### src/rtl/sd_pkg.sv
// Shared types and constants for the SD single-sector SPI reader.
package sd_pkg;

    typedef enum logic [3:0] {
        ST_IDLE  = 4'd0,
        ST_PRE   = 4'd1,
        ST_CMD   = 4'd2,
        ST_R1    = 4'd3,
        ST_TOKEN = 4'd4,
        ST_DATA  = 4'd5,
        ST_CRC   = 4'd6,
        ST_TAIL  = 4'd7,
        ST_FAIL  = 4'd8
    } sd_state_e;

    localparam logic [2:0] ERR_NONE          = 3'd0;
    localparam logic [2:0] ERR_R1_TIMEOUT    = 3'd1;
    localparam logic [2:0] ERR_R1_NONZERO    = 3'd2;
    localparam logic [2:0] ERR_TOKEN_TIMEOUT = 3'd3;
    localparam logic [2:0] ERR_TOKEN         = 3'd4;

    localparam logic [7:0] CMD17       = 8'h51;
    localparam logic [7:0] TOKEN_START = 8'hFE;
    localparam logic [7:0] FILL        = 8'hFF;

    // Card address: block index for SDHC, byte offset (lba*512) for SDSC.
    function automatic logic [31:0] cmd_arg(input logic [31:0] lba, input logic sdhc);
        logic [31:0] arg;
        if (sdhc) begin
            arg = lba;
        end else begin
            arg = {lba[22:0], 9'd0};
        end
        return arg;
    endfunction

    // Byte idx of the CMD17 frame; CRC byte is a dummy since SPI mode ignores it.
    function automatic logic [7:0] frame_byte(input logic [2:0] idx, input logic [31:0] arg);
        logic [7:0] b;
        case (idx)
            3'd0:    b = CMD17;
            3'd1:    b = arg[31:24];
            3'd2:    b = arg[23:16];
            3'd3:    b = arg[15:8];
            3'd4:    b = arg[7:0];
            default: b = FILL;
        endcase
        return b;
    endfunction

endpackage

### src/rtl/sd_spi_byte.sv
// 16-clock SPI mode-0 byte shifter: SCLK = clk/2, MOSI MSB-first, MISO
// captured on the clk edge that raises SCLK.
module sd_spi_byte (
    input  logic       clk,
    input  logic       reset,
    input  logic       start,
    input  logic [7:0] tx,
    input  logic       sd_miso,
    output logic [7:0] rx,
    output logic       byte_done,
    output logic       sd_sclk,
    output logic       sd_mosi
);

    logic       active_r;
    logic [3:0] cnt_r;
    logic [7:0] sh_r;
    logic [7:0] rx_r;
    logic       sclk_r;
    logic       mosi_r;
    logic       done_r;

    // Shift engine: even phases raise SCLK and sample, odd phases lower SCLK and present the next bit.
    always_ff @(posedge clk) begin
        if (reset) begin
            active_r <= 1'b0;
            cnt_r    <= 4'd0;
            sh_r     <= 8'hFF;
            rx_r     <= 8'h00;
            sclk_r   <= 1'b0;
            mosi_r   <= 1'b1;
            done_r   <= 1'b0;
        end else if (start) begin
            active_r <= 1'b1;
            cnt_r    <= 4'd0;
            sclk_r   <= 1'b0;
            mosi_r   <= tx[7];
            sh_r     <= {tx[6:0], 1'b1};
            done_r   <= 1'b0;
        end else if (active_r) begin
            cnt_r <= cnt_r + 4'd1;
            if (cnt_r[0] == 1'b0) begin
                sclk_r <= 1'b1;
                rx_r   <= {rx_r[6:0], sd_miso};
                done_r <= (cnt_r == 4'd14);
            end else if (cnt_r == 4'd15) begin
                active_r <= 1'b0;
                sclk_r   <= 1'b0;
                mosi_r   <= 1'b1;
                done_r   <= 1'b0;
            end else begin
                sclk_r <= 1'b0;
                mosi_r <= sh_r[7];
                sh_r   <= {sh_r[6:0], 1'b1};
                done_r <= 1'b0;
            end
        end else begin
            sclk_r <= 1'b0;
            mosi_r <= 1'b1;
            done_r <= 1'b0;
        end
    end

    assign rx        = rx_r;
    assign byte_done = done_r;
    assign sd_sclk   = sclk_r;
    assign sd_mosi   = mosi_r;

endmodule

### src/rtl/sd_sector_reader.sv
// CMD17 single-sector reader: frame, R1 poll, token wait, 512-byte stream
// into the sector buffer, CRC discard, then a trailing clock byte.
module sd_sector_reader
    import sd_pkg::*;
#(
    parameter int R1_POLLS    = 8,
    parameter int TOKEN_POLLS = 4096,
    parameter int BLK_LEN     = 512
) (
    input  logic        clk,
    input  logic        reset,
    input  logic        start,
    input  logic [31:0] lba,
    input  logic        sdhc,
    output logic        busy,
    output logic        done,
    output logic        err,
    output logic [2:0]  err_code,
    output logic        buf_we,
    output logic [8:0]  buf_addr,
    output logic [7:0]  buf_data,
    input  logic        sd_miso,
    output logic        sd_mosi,
    output logic        sd_sclk,
    output logic        sd_cs_n
);

    localparam logic [12:0] R1_LAST    = 13'(R1_POLLS - 1);
    localparam logic [12:0] TOKEN_LAST = 13'(TOKEN_POLLS - 1);
    localparam logic [8:0]  IDX_LAST   = 9'(BLK_LEN - 1);

    sd_state_e   state_r, nxt_state_s;
    logic [2:0]  byte_cnt_r, nxt_byte_cnt_s;
    logic [12:0] poll_cnt_r, nxt_poll_s;
    logic [8:0]  idx_r, nxt_idx_s;
    logic [2:0]  fail_code_r, nxt_fail_s;
    logic [31:0] arg_r;
    logic        kick_r;
    logic        cs_n_r, nxt_cs_n_s;
    logic        busy_r, done_r, err_r, buf_we_r;
    logic [2:0]  err_code_r;
    logic [8:0]  buf_addr_r;
    logic [7:0]  buf_data_r;
    logic        accept_s, xfer_start_s, wr_s, set_done_s, set_err_s;
    logic [7:0]  tx_s, rx_s;
    logic        byte_done_s;

    sd_spi_byte u_byte (
        .clk       (clk),
        .reset     (reset),
        .start     (xfer_start_s),
        .tx        (tx_s),
        .sd_miso   (sd_miso),
        .rx        (rx_s),
        .byte_done (byte_done_s),
        .sd_sclk   (sd_sclk),
        .sd_mosi   (sd_mosi)
    );

    // Next-state logic: each byte_done decides the next state and chains the next byte back-to-back.
    always_comb begin
        nxt_state_s    = state_r;
        nxt_byte_cnt_s = byte_cnt_r;
        nxt_poll_s     = poll_cnt_r;
        nxt_idx_s      = idx_r;
        nxt_fail_s     = fail_code_r;
        accept_s       = 1'b0;
        xfer_start_s   = 1'b0;
        wr_s           = 1'b0;
        set_done_s     = 1'b0;
        set_err_s      = 1'b0;
        case (state_r)
            ST_IDLE: begin
                if (start) begin
                    accept_s    = 1'b1;
                    nxt_state_s = ST_PRE;
                end else begin
                    accept_s = 1'b0;
                end
            end
            ST_PRE: begin
                if (kick_r) begin
                    xfer_start_s = 1'b1;
                end else if (byte_done_s) begin
                    xfer_start_s   = 1'b1;
                    nxt_state_s    = ST_CMD;
                    nxt_byte_cnt_s = 3'd0;
                end else begin
                    xfer_start_s = 1'b0;
                end
            end
            ST_CMD: begin
                if (byte_done_s) begin
                    xfer_start_s = 1'b1;
                    if (byte_cnt_r == 3'd5) begin
                        nxt_state_s = ST_R1;
                        nxt_poll_s  = 13'd0;
                    end else begin
                        nxt_byte_cnt_s = byte_cnt_r + 3'd1;
                    end
                end else begin
                    xfer_start_s = 1'b0;
                end
            end
            ST_R1: begin
                if (byte_done_s) begin
                    xfer_start_s = 1'b1;
                    if (rx_s[7] == 1'b0) begin
                        if (rx_s == 8'h00) begin
                            nxt_state_s = ST_TOKEN;
                            nxt_poll_s  = 13'd0;
                        end else begin
                            nxt_state_s = ST_FAIL;
                            nxt_fail_s  = ERR_R1_NONZERO;
                        end
                    end else if (poll_cnt_r == R1_LAST) begin
                        nxt_state_s = ST_FAIL;
                        nxt_fail_s  = ERR_R1_TIMEOUT;
                    end else begin
                        nxt_poll_s = poll_cnt_r + 13'd1;
                    end
                end else begin
                    xfer_start_s = 1'b0;
                end
            end
            ST_TOKEN: begin
                if (byte_done_s) begin
                    xfer_start_s = 1'b1;
                    if (rx_s == TOKEN_START) begin
                        nxt_state_s = ST_DATA;
                        nxt_idx_s   = 9'd0;
                    end else if ((rx_s[7:4] == 4'h0) && (rx_s != 8'h00)) begin
                        nxt_state_s = ST_FAIL;
                        nxt_fail_s  = ERR_TOKEN;
                    end else if (poll_cnt_r == TOKEN_LAST) begin
                        nxt_state_s = ST_FAIL;
                        nxt_fail_s  = ERR_TOKEN_TIMEOUT;
                    end else begin
                        nxt_poll_s = poll_cnt_r + 13'd1;
                    end
                end else begin
                    xfer_start_s = 1'b0;
                end
            end
            ST_DATA: begin
                if (byte_done_s) begin
                    xfer_start_s = 1'b1;
                    wr_s         = 1'b1;
                    if (idx_r == IDX_LAST) begin
                        nxt_state_s    = ST_CRC;
                        nxt_byte_cnt_s = 3'd0;
                    end else begin
                        nxt_idx_s = idx_r + 9'd1;
                    end
                end else begin
                    xfer_start_s = 1'b0;
                end
            end
            ST_CRC: begin
                if (byte_done_s) begin
                    xfer_start_s = 1'b1;
                    if (byte_cnt_r == 3'd1) begin
                        nxt_state_s = ST_TAIL;
                    end else begin
                        nxt_byte_cnt_s = byte_cnt_r + 3'd1;
                    end
                end else begin
                    xfer_start_s = 1'b0;
                end
            end
            ST_TAIL: begin
                if (byte_done_s) begin
                    nxt_state_s = ST_IDLE;
                    set_done_s  = 1'b1;
                end else begin
                    set_done_s = 1'b0;
                end
            end
            ST_FAIL: begin
                if (byte_done_s) begin
                    nxt_state_s = ST_IDLE;
                    set_err_s   = 1'b1;
                end else begin
                    set_err_s = 1'b0;
                end
            end
            default: begin
                nxt_state_s = ST_IDLE;
            end
        endcase
        // Card is selected only from the first CMD byte through the last CRC byte.
        case (nxt_state_s)
            ST_CMD, ST_R1, ST_TOKEN, ST_DATA, ST_CRC: nxt_cs_n_s = 1'b0;
            default:                                  nxt_cs_n_s = 1'b1;
        endcase
        if (nxt_state_s == ST_CMD) begin
            tx_s = frame_byte(nxt_byte_cnt_s, arg_r);
        end else begin
            tx_s = FILL;
        end
    end

    // State, counters and latched command argument.
    always_ff @(posedge clk) begin
        if (reset) begin
            state_r     <= ST_IDLE;
            byte_cnt_r  <= 3'd0;
            poll_cnt_r  <= 13'd0;
            idx_r       <= 9'd0;
            fail_code_r <= ERR_NONE;
            kick_r      <= 1'b0;
            arg_r       <= 32'd0;
        end else begin
            state_r     <= nxt_state_s;
            byte_cnt_r  <= nxt_byte_cnt_s;
            poll_cnt_r  <= nxt_poll_s;
            idx_r       <= nxt_idx_s;
            fail_code_r <= nxt_fail_s;
            kick_r      <= accept_s;
            if (accept_s) begin
                arg_r <= cmd_arg(lba, sdhc);
            end
        end
    end

    // Registered status, chip select and sector-buffer write port.
    always_ff @(posedge clk) begin
        if (reset) begin
            cs_n_r     <= 1'b1;
            busy_r     <= 1'b0;
            done_r     <= 1'b0;
            err_r      <= 1'b0;
            err_code_r <= ERR_NONE;
            buf_we_r   <= 1'b0;
            buf_addr_r <= 9'd0;
            buf_data_r <= 8'h00;
        end else begin
            cs_n_r   <= nxt_cs_n_s;
            done_r   <= set_done_s;
            err_r    <= set_err_s;
            buf_we_r <= wr_s;
            if (accept_s) begin
                busy_r     <= 1'b1;
                err_code_r <= ERR_NONE;
            end else if (set_done_s || set_err_s) begin
                busy_r <= 1'b0;
                if (set_err_s) begin
                    err_code_r <= fail_code_r;
                end
            end
            if (wr_s) begin
                buf_addr_r <= idx_r;
                buf_data_r <= rx_s;
            end
        end
    end

    assign sd_cs_n  = cs_n_r;
    assign busy     = busy_r;
    assign done     = done_r;
    assign err      = err_r;
    assign err_code = err_code_r;
    assign buf_we   = buf_we_r;
    assign buf_addr = buf_addr_r;
    assign buf_data = buf_data_r;

endmodule

### config.mk
export PLATFORM = sky130hd
export DESIGN_NAME = sd_sector_reader
export DESIGN_NICKNAME = d
export VERILOG_FILES = /design/src/rtl/sd_pkg.sv /design/src/rtl/sd_spi_byte.sv /design/src/rtl/sd_sector_reader.sv
export SDC_FILE = /design/constraint.sdc
export NUM_CORES = 1
export LEC_CHECK = 0
export CAP_MARGIN = 20
export CORE_MARGIN = 5
export CORE_UTILIZATION = 48
export CTS_CLUSTER_DIAMETER = 60
export DETAILED_ROUTE_END_ITERATION = 10
export PLACE_DENSITY = 0.79
export SYNTH_ARGS = -nofsm -noshare
export SYNTH_HDL_FRONTEND = slang
export SYNTH_SLANG_ARGS = --single-unit
### constraint.sdc
create_clock -name clk -period 2.9 [get_ports clk]
set_input_delay 0.435 -clock clk [delete_from_list [all_inputs] [get_ports clk]]
set_output_delay 0.435 -clock clk [all_outputs]
set_load 0.005 [all_outputs]
* Yosys cells after proc, flatten, opt, wreduce, memory -nomap -nowiden
Index checks and enable logic that the tools add are counted.
** Word-level totals
- Bits in registers :: 113
- Input port bits :: 37
- Logic and storage cells :: 177
** Cells by class
- Add/subtract/negate cells :: 4
- Equality and inequality tests :: 42
- Mux-type cells :: 80
- Bitwise gates (word level) :: 3
- Reduce and logical (&&, ||, !) cells :: 26
** Operator list (count)
- 13-bit two-way mux :: 10
- 4-bit two-way mux :: 18
- 3-bit two-way mux :: 16
- 8-bit two-way mux :: 5
- 8-bit case mux with 5 select lines :: 1
- 13-bit case mux with 3 select lines :: 1
- 9-bit two-way mux :: 4
- 32-bit two-way mux :: 1
- 4-bit case mux with 8 select lines :: 1
- 4-bit by 3-bit equality test with 1-bit output, second input constant :: 7
- 1-bit two-way mux :: 19
- 9-bit case mux with 2 select lines :: 1
- 4-bit by 2-bit equality test with 1-bit output, second input constant :: 4
- 13-bit by 1-bit adder with 13-bit output, second input constant :: 1
- 13-bit by 12-bit equality test with 1-bit output, second input constant :: 1
- 13-bit by 3-bit equality test with 1-bit output, second input constant :: 1
- 4-bit equality test, second input constant :: 3
- 2-bit != test, second input constant :: 6
- 3-bit case mux with 4 select lines :: 1
- 2-bit by 1-bit != test with 1-bit output, second input constant :: 5
- 10-bit AND reduction :: 1
- 2-bit nonzero test :: 5
- 5-bit OR reduction :: 2
- 9-bit by 1-bit adder with 9-bit output, second input constant :: 1
- other kinds (27) :: 40

* Depth between registers and ports, before layout
Gate-level depths: netlist of run 1.
- Word-level depth :: 9
- Depth in mapped cells :: 11
- Depth with buffers taken out :: 10

* By module
Synthesis of run 1 repeated with hierarchy kept, for this count alone.
** Unflattened totals
- Cells, all modules :: 667
- Area total of the unflattened synthesis :: 5470.2 um^2
** By module, submodules not included
- sd_sector_reader :: times used 1, cells an instance 558, area each 4484.3 um^2, sequential area each 1801.7 um^2
- sd_spi_byte :: times used 1, cells an instance 109, area each 985.9 um^2, sequential area each 460.4 um^2

* Worst setup path after synthesis of run 1
Ideal clock, no wire load.
- Path kind :: register -> register
- From :: register byte_cnt_r[0]
- To :: register poll_cnt_r[1]
- Library setup time :: 117 ps
- Data arrival time :: 2417 ps
- Data required time :: 2783 ps
- Slack :: 365 ps
- Stages on the path, launching flop included :: 10
- Path buffers :: 2
- Cells stage by stage :: dfxtp_1 > ha_1 > clkbuf_2 > a21oi_1 > or4b_2 > a221o_1 > buf_6 > or2_2 > mux2i_1 > nor2_1
** On the way
- Longest elaborated chain between the ends :: 3
** Ends and longest elaborated chain
- from (decl) :: line sd_sector_reader.sv:33 : logic [2:0] byte_cnt_r, nxt_byte_cnt_s;
- from (signal assigned) :: line sd_sector_reader.sv:215 : byte_cnt_r <= nxt_byte_cnt_s;
- 3-bit equality test :: line sd_sector_reader.sv:95 : if (byte_cnt_r == 3'd5) begin
- 2-bit != test (no line)
- 10-bit AND reduction (no line)
- to (signal assigned) :: line sd_sector_reader.sv:216 : poll_cnt_r <= nxt_poll_s;
- to (decl) :: line sd_sector_reader.sv:34 : logic [12:0] poll_cnt_r, nxt_poll_s;
Every way passes these cells.
A chain may end at the register's enable or synchronous reset.

* Worst setup path in the final report of run 1
- From :: register idx_r[0]
- To :: register u_byte.sh_r[3]
** On the way
- Longest elaborated chain between the ends :: 8
** Ends and longest elaborated chain
- from (decl) :: line sd_sector_reader.sv:35 : logic [8:0] idx_r, nxt_idx_s;
- from (signal assigned) :: line sd_sector_reader.sv:217 : idx_r <= nxt_idx_s;
- 9-bit equality test (*) :: line sd_sector_reader.sv:149 : if (idx_r == IDX_LAST) begin
- 3-bit two-way mux :: line sd_sector_reader.sv:149
- 3-bit two-way mux :: line sd_sector_reader.sv:146 : if (byte_done_s) begin
- 3-bit case mux with 4 select lines :: line sd_sector_reader.sv:72 : case (state_r)
- 3-bit equality test (tied with other cells) :: line sd_pkg.sv:40 : case (idx)
- 8-bit case mux with 5 select lines :: line sd_pkg.sv:40
- 8-bit two-way mux (*) :: line sd_sector_reader.sv:196 : if (nxt_state_s == ST_CMD) begin
- 8-bit two-way mux (*) :: line sd_spi_byte.sv:33 : end else if (start) begin
- to (signal assigned) :: line sd_spi_byte.sv:38 : sh_r <= {tx[6:0], 1'b1};
- to (signal assigned) :: line sd_spi_byte.sv:54 : sh_r <= {sh_r[6:0], 1'b1};
- to (decl) :: line sd_spi_byte.sv:17 : logic [7:0] sh_r;
Every way passes the cells marked *; elsewhere a longest branch is shown, timed or not.

==> results.tsv, run 1 <==
stage	metric	value	unit
timing	rsz0062_at_grt	false	
synth	avgSynthCellArea	8.50	um^2
critical_path	cp.required	3.18	ns
place	dp_slack	0.294	ns
timing	post-route-min-period	2.66	ns
synth	synth_area_leaders	dfxtp_1, mux2i_1, nor2_1, nand2_1, a211oi_1	
die	design.portCount	64	
job	cap_viol_max_count	0	
synth	synth_edf_count	0	
place	port_buffers	63	
critical_path	worstPathMaxFanout	7	
place	dp.final_hpwl	9750	um
timing	hold-worst-slack	0.445	ns
grt	antenna_found_initial	0	
cells_and_area	antenna_cells	0	
timing	final-setup-viol-count	0	
routing	wl_met1	6050	um
routing	drt_wl_total	13800	um
routing	wire_per_inst	16.0	um
timing	finalHoldViolCount	0	
cells_and_area	finalInstanceArea	6920	um^2
timing	max_freq	376	MHz
timing	finalCritPeriodShare	0.916	
timing	slew_violations	0	
cts	postCtsSetupBuffers	0	
synth	yosysTopAreaCellShare	0.415	
grt	grt_use_total	0.213	
critical_path	startpoint_type	flop	
cells_and_area	drive_gt1_frac	0.102	
cells_and_area	final_cell_mix	dfxtp_1, nor2_1, nand2_1, clkdlybuf4s50_1, mux2i_1	
grt	grt_max_degree	77	
timing	relSlewSlack	0.483	
die	die_h	117	um
die	fp-row-count	39	
routing	viasPerCell	5.79	
cts	cts_tree	yes	
die	initial_core_util	0.483	
cells_and_area	area_growth	26.9	%
cts	clkSlewWorstSetupHoldPaths	0.05	ns
routing	drc_errors	0	
synth	netlist_area	5450	um^2
synth	yosys_warnings	0	
synth	synth.yosys.seq_area_share	0.415	
power	power	4.18	mW
timing	skew	0.00650	ns
routing	postRouteAntennaNets	0	
cells_and_area	final_core_util	0.613	
cts	cts-resized-gates	0	
timing	tightest_slew	0.766	ns
place	gp_congestion	0.919	
power	p_leak	2.58	nW
cts	clockBufferDepth	2	
synth	synthArstFlopShare	0	
synth	ys_types	65	
critical_path	cp.arrival	2.94	ns
grt	grt_overflow	0	
cells_and_area	fin_cells	859	
routing	num_vias	4971	
critical_path	critPathKind	reg2reg	
synth	ys.flop_type	dfxtp_1	
routing	first_iter_violations	285	
critical_path	end_kind	flop	
synth	ys_seq_elements	113	
cts	cts_sinks	113	
outcome	outcome	finished, final reports clean	
routing	wl_met3	671	um
routing	routed.top_layer	met4	
min_path	min_path_type	in2reg	
synth	synth_area_leader_cell	dfxtp_1	
grt	grt_pass1_vias	4919	
die	die_x	117	um
routing	dr.pass1.iters	5	
cts	h-tree-depth	4	
power	peakVddDrop	0.397	mV
place	dp.cells	827	
grt	grt_first_pass_wirelength	23300	um
timing	tns	0	ns
power	p_per_area	604	nW/um^2
timing	setup_ws	0.244	ns
cts	root_buffer	clkbuf_16	
cts	cts_hold_buf	0	
place	dpl_cell_area	6250	um^2
synth	syn-num-nets	685	
cts	cts_buffers	17	
cells_and_area	fill_cells	897	
die	die_area	13600	um^2
routing	wl_met2	6710	um
cells_and_area	layout_commonest_cell	dfxtp_1	
cells_and_area	nets	747	
synth	netlist_instances	641	
cts	insertion_delay	0.41	ns
die	core_area	11300	um^2
## kinds of logic after synthesis
group           Yosys count  share of synthesized area
buf+inv                  55                     0.0404
mux                      48                     0.0886
compound gates          142                      0.173
fa+ha+maj                 7                     0.0161
xor+xnor                 20                     0.0321
simple gates            256                      0.235
flops                   113                      0.415
## flip-flops by register name (all words and copies together), names as in the netlist, 3 cells and up
signal	flops
arg_r	32
fail_code_r	3
buf_addr	9
u_byte.sh_r	7
buf_data	8
idx_r	9
state_r	4
err_code	3
u_byte.cnt_r	4
u_byte.rx	8
poll_cnt_r	13
byte_cnt_r	3
## cell type report
cell class              instances  area (um^2)  share of cell area
multi-input cells             473         2970               0.429
clock inverters                10          179              0.0259
inverters                      12         45.0             0.00651
flip-flops and latches        113         2260               0.327
repair buffers                 86          798               0.115
well taps                     143          179              0.0259
clock buffers                  22          484              0.0700
## layer usage
layer / vias up / track usage
met3: 37 / 0.0523
met4: 0 / 0.0856
li1: 2434 / -
met2: 146 / 0.351
met5: - / 0
met1: 2354 / 0.269
## power by group
| group | leakage (nW) | internal, mW | switching (mW) |
|---|---|---|---|
| registers | 0.918 | 1.60 | 0.0321 |
| clock network | 0.330 | 1.61 | 0.700 |
| logic | 1.34 | 0.115 | 0.123 |
| total | 2.58 | 3.32 | 0.856 |
## Yosys cell counts (3+ instances only)
cell / instances
nand2_1: 73
mux2i_1: 46
dfxtp_1: 113
clkbuf_1: 34
a31oi_1: 6
xor2_1: 5
nor4_2: 7
nor3_1: 11
or4_1: 3
o32ai_1: 3
or2_2: 4
a21boi_0: 6
nor2b_1: 5
a21oi_1: 43
buf_1: 3
nor2_1: 78
o22ai_1: 4
nand3_1: 22
nand2b_1: 7
nand3b_1: 4
buf_2: 4
a221oi_1: 3
or3_1: 6
xnor2_1: 15
o211a_1: 3
o31ai_1: 5
o21ai_0: 15
nand4_1: 6
and3_1: 7
inv_1: 12
a211oi_1: 31
nor4_1: 7
ha_1: 7
## critical path, cell delays in order, from the launching register on
cell and delay, ns:
dfxtp_1 0.39, ha_1 0.22, nand2_1 0.08, nor3_1 0.18
ha_1 0.21, nand3b_1 0.12, nor2_1 0.23, nor3b_1 0.15
or3_1 0.53, o32ai_1 0.37, a21oi_1 0.07
## path summary, 6_finish.rpt
| kind | start | endpoint | slack (ns) | cells past startpoint |
|---|---|---|---|---|
| max | idx_r[0] | u_byte.sh_r[3] | 0.24 | 10 |
| min | reset | state_r[0] | 0.45 | 3 |
| max reg2reg | idx_r[0] | u_byte.sh_r[3] | 0.24 | 10 |
| min reg2reg | buf_data[3] | buf_data[3] | 0.45 | 2 |
Power figures use the tool's default switching activity.
==> inputs of run 2 (changes only) <==
--- a/config.mk
+++ b/config.mk
@@ -10,7 +10,9 @@
 export CORE_UTILIZATION = 48
 export CTS_CLUSTER_DIAMETER = 60
 export DETAILED_ROUTE_END_ITERATION = 10
+export HOLD_SLACK_MARGIN = 0.15
 export PLACE_DENSITY = 0.79
+export RECOVER_POWER = 50
 export SYNTH_ARGS = -nofsm -noshare
 export SYNTH_HDL_FRONTEND = slang
 export SYNTH_SLANG_ARGS = --single-unit
==> results.tsv, run 2 (synthesis results as in run 1) <==
stage	metric	value	unit	change
timing	tightest_slew	0.927	ns	+0.161 ns
routing	dr.pass1.iters	5		unchanged
critical_path	cp_common_cell	ha_1		
cells_and_area	drive_gt1_frac	0.0936		-0.00838
cts	cts_buffers	17		unchanged
cells_and_area	fill_cells	902		+0.56%
grt	grt_max_degree	77		unchanged
place	dp_slack	0.294	ns	unchanged
routing	first_iter_violations	349		+22%
grt	top_usage_layer	met2		
min_path	hold_end	buf_data[3]		
power	power	4.17	mW	-0.15%
routing	wire_per_inst	16.1	um	+0.21%
timing	post-route-min-period	2.68	ns	+0.0202 ns
cts	clockBufferDepth	2		unchanged
power	p_per_area	605	nW/um^2	+0.16%
min_path	whs_path_depth	2		-1
timing	rsz0062_at_grt	false		
critical_path	critPathKind	reg2reg		
cells_and_area	finalInstanceArea	6890	um^2	-0.31%
min_path	min_path_type	reg2reg		
critical_path	slowest_stage	or3_1		
critical_path	cpPeakStageDelay	0.52	ns	about the same
grt	met2_usage	0.351		unchanged
critical_path	rr_worst_depth	10		unchanged
cells_and_area	layout_commonest_cell	dfxtp_1		
critical_path	cp.arrival	2.96	ns	+0.02 ns
cts	insertion_delay	0.41	ns	about the same
die	die_h	117	um	unchanged
critical_path	worstPathMaxFanout	7		unchanged
timing	tns	0	ns	unchanged
critical_path	worstSetupPathDepth	10		unchanged
routing	drc_errors	0		unchanged
cts	cts_sinks	113		unchanged
timing	max_freq	374	MHz	-0.76%
timing	finalCritPeriodShare	0.923		+0.00698
place	port_buffers	63		unchanged
cells_and_area	regMostFlops	arg_r		
timing	finalHoldViolCount	0		unchanged
grt	antenna_found_initial	0		unchanged
place	gp_congestion	0.919		unchanged
timing	setup_ws	0.223	ns	-0.0202 ns
die	die_area	13600	um^2	unchanged
grt	grt_overflow	0		unchanged
timing	skew	0.00634	ns	-0.000161 ns
cells_and_area	antenna_cells	0		unchanged
routing	viasPerCell	5.81		+0.46%
critical_path	crit_buf_inv	0		unchanged
routing	drt_wl_total	13800	um	+0.21%
min_path	holdCritStartpoint	buf_data[3]		
timing	final-setup-viol-count	0		unchanged
timing	relSlewSlack	0.382		-0.101
critical_path	reg2reg_to	u_byte.sh_r[3]		
critical_path	path_cells	ha_1, nand2_1, nor3_1, ha_1, nand3b_1, nor2_1, nor3b_1, or3_1, o32ai_1, a21oi_1		
cts	cts_tree	yes		
critical_path	cp.required	3.18	ns	about the same
cells_and_area	nets	747		unchanged
place	dpl_cell_area	6250	um^2	unchanged
cts	cts-resized-gates	0		unchanged
cts	root_buffer	clkbuf_16		
critical_path	reg2reg_slack	0.22	ns	-0.02 ns
die	design.portCount	64		unchanged
die	die_x	117	um	unchanged
grt	use_met3	0.0523		unchanged
critical_path	critPathTopFamily	simple AND/OR/NAND/NOR gates		
routing	postRouteAntennaNets	0		unchanged
cells_and_area	area_growth	26.5	%	
critical_path	rr_startpoint	idx_r[0]		
grt	grt_first_pass_wirelength	23300	um	unchanged
cts	postCtsSetupBuffers	0		unchanged
critical_path	startpoint_type	flop		
routing	num_vias	4994		+0.46%
cells_and_area	final_cell_mix	dfxtp_1, nor2_1, nand2_1, mux2i_1, a21oi_1		
cells_and_area	final_core_util	0.612		-0.00189
grt	grt_use_total	0.213		unchanged
critical_path	end_kind	flop		
die	fp-row-count	39		unchanged
cts	clkSlewWorstSetupHoldPaths	0.05	ns	about the same
power	p_leak	2.65	nW	+2.4%
grt	grt_pass1_vias	4919		unchanged
job	cap_viol_max_count	0		unchanged
cells_and_area	top_regs	arg_r x32, poll_cnt_r x13		
cts	cts_hold_buf	0		unchanged
place	dp.final_hpwl	9750	um	unchanged
outcome	outcome	finished, final reports clean		
timing	slew_violations	0		unchanged
power	peakVddDrop	0.394	mV	-0.61%
die	core_area	11300	um^2	unchanged
die	initial_core_util	0.483		unchanged
grt	met1_usage	0.269		unchanged
cells_and_area	largest_reg_flops	32		unchanged
cts	h-tree-depth	4		unchanged
run 2: power breakdown:
group / internal (mW) / switching [mW] / leakage (nW)
logic: 0.111 / 0.124 / 1.40
clock network: 1.61 / 0.698 / 0.330
registers: 1.60 / 0.0317 / 0.918
total: 3.32 / 0.853 / 2.65
run 2: worst max-delay path by stage:
stage / from / endpoint
5_1_grt: idx_r[0] / u_byte.sh_r[6]
3_5_place_dp: idx_r[0] / u_byte.sh_r[6]
3_3_place_gp: idx_r[0] / u_byte.sh_r[6]
4_1_cts: idx_r[0] / u_byte.sh_r[6]
6_report: idx_r[0] / u_byte.sh_r[3]
2_1_floorplan: byte_cnt_r[0] / poll_cnt_r[1]
run 2: per-stage QoR:
step                hold slack, ns  std cells
floorplan                    0.431        641
global placement             0.444        827
detailed placement           0.448        827
CTS                          0.427        859
global route                 0.458        859
finish                       0.450        859
run 2: layout make-up:
class,instances,area (um^2),share of cell area
tap,143,179,0.0260
multi-input combinational,473,2970,0.430
clock buffer,22,484,0.0702
sequential,113,2260,0.328
inverter,12,45.0,0.00653
timing repair buffer,86,777,0.113
clock inverter,10,179,0.0260
run 2: metal layers:
metal	vias up	part of all wire	wire, um
li1	2435	-	-
met1	2356	0.43	5920
met2	165	0.49	6750
met3	38	0.059	817
met4	0	0.023	315
met5	-	0	0
run 2: tightest hold or removal path: stages (launching register included):
cell and delay [ns]:
dfxtp_1 0.30, nand2_1 0.05, a21oi_1 0.05
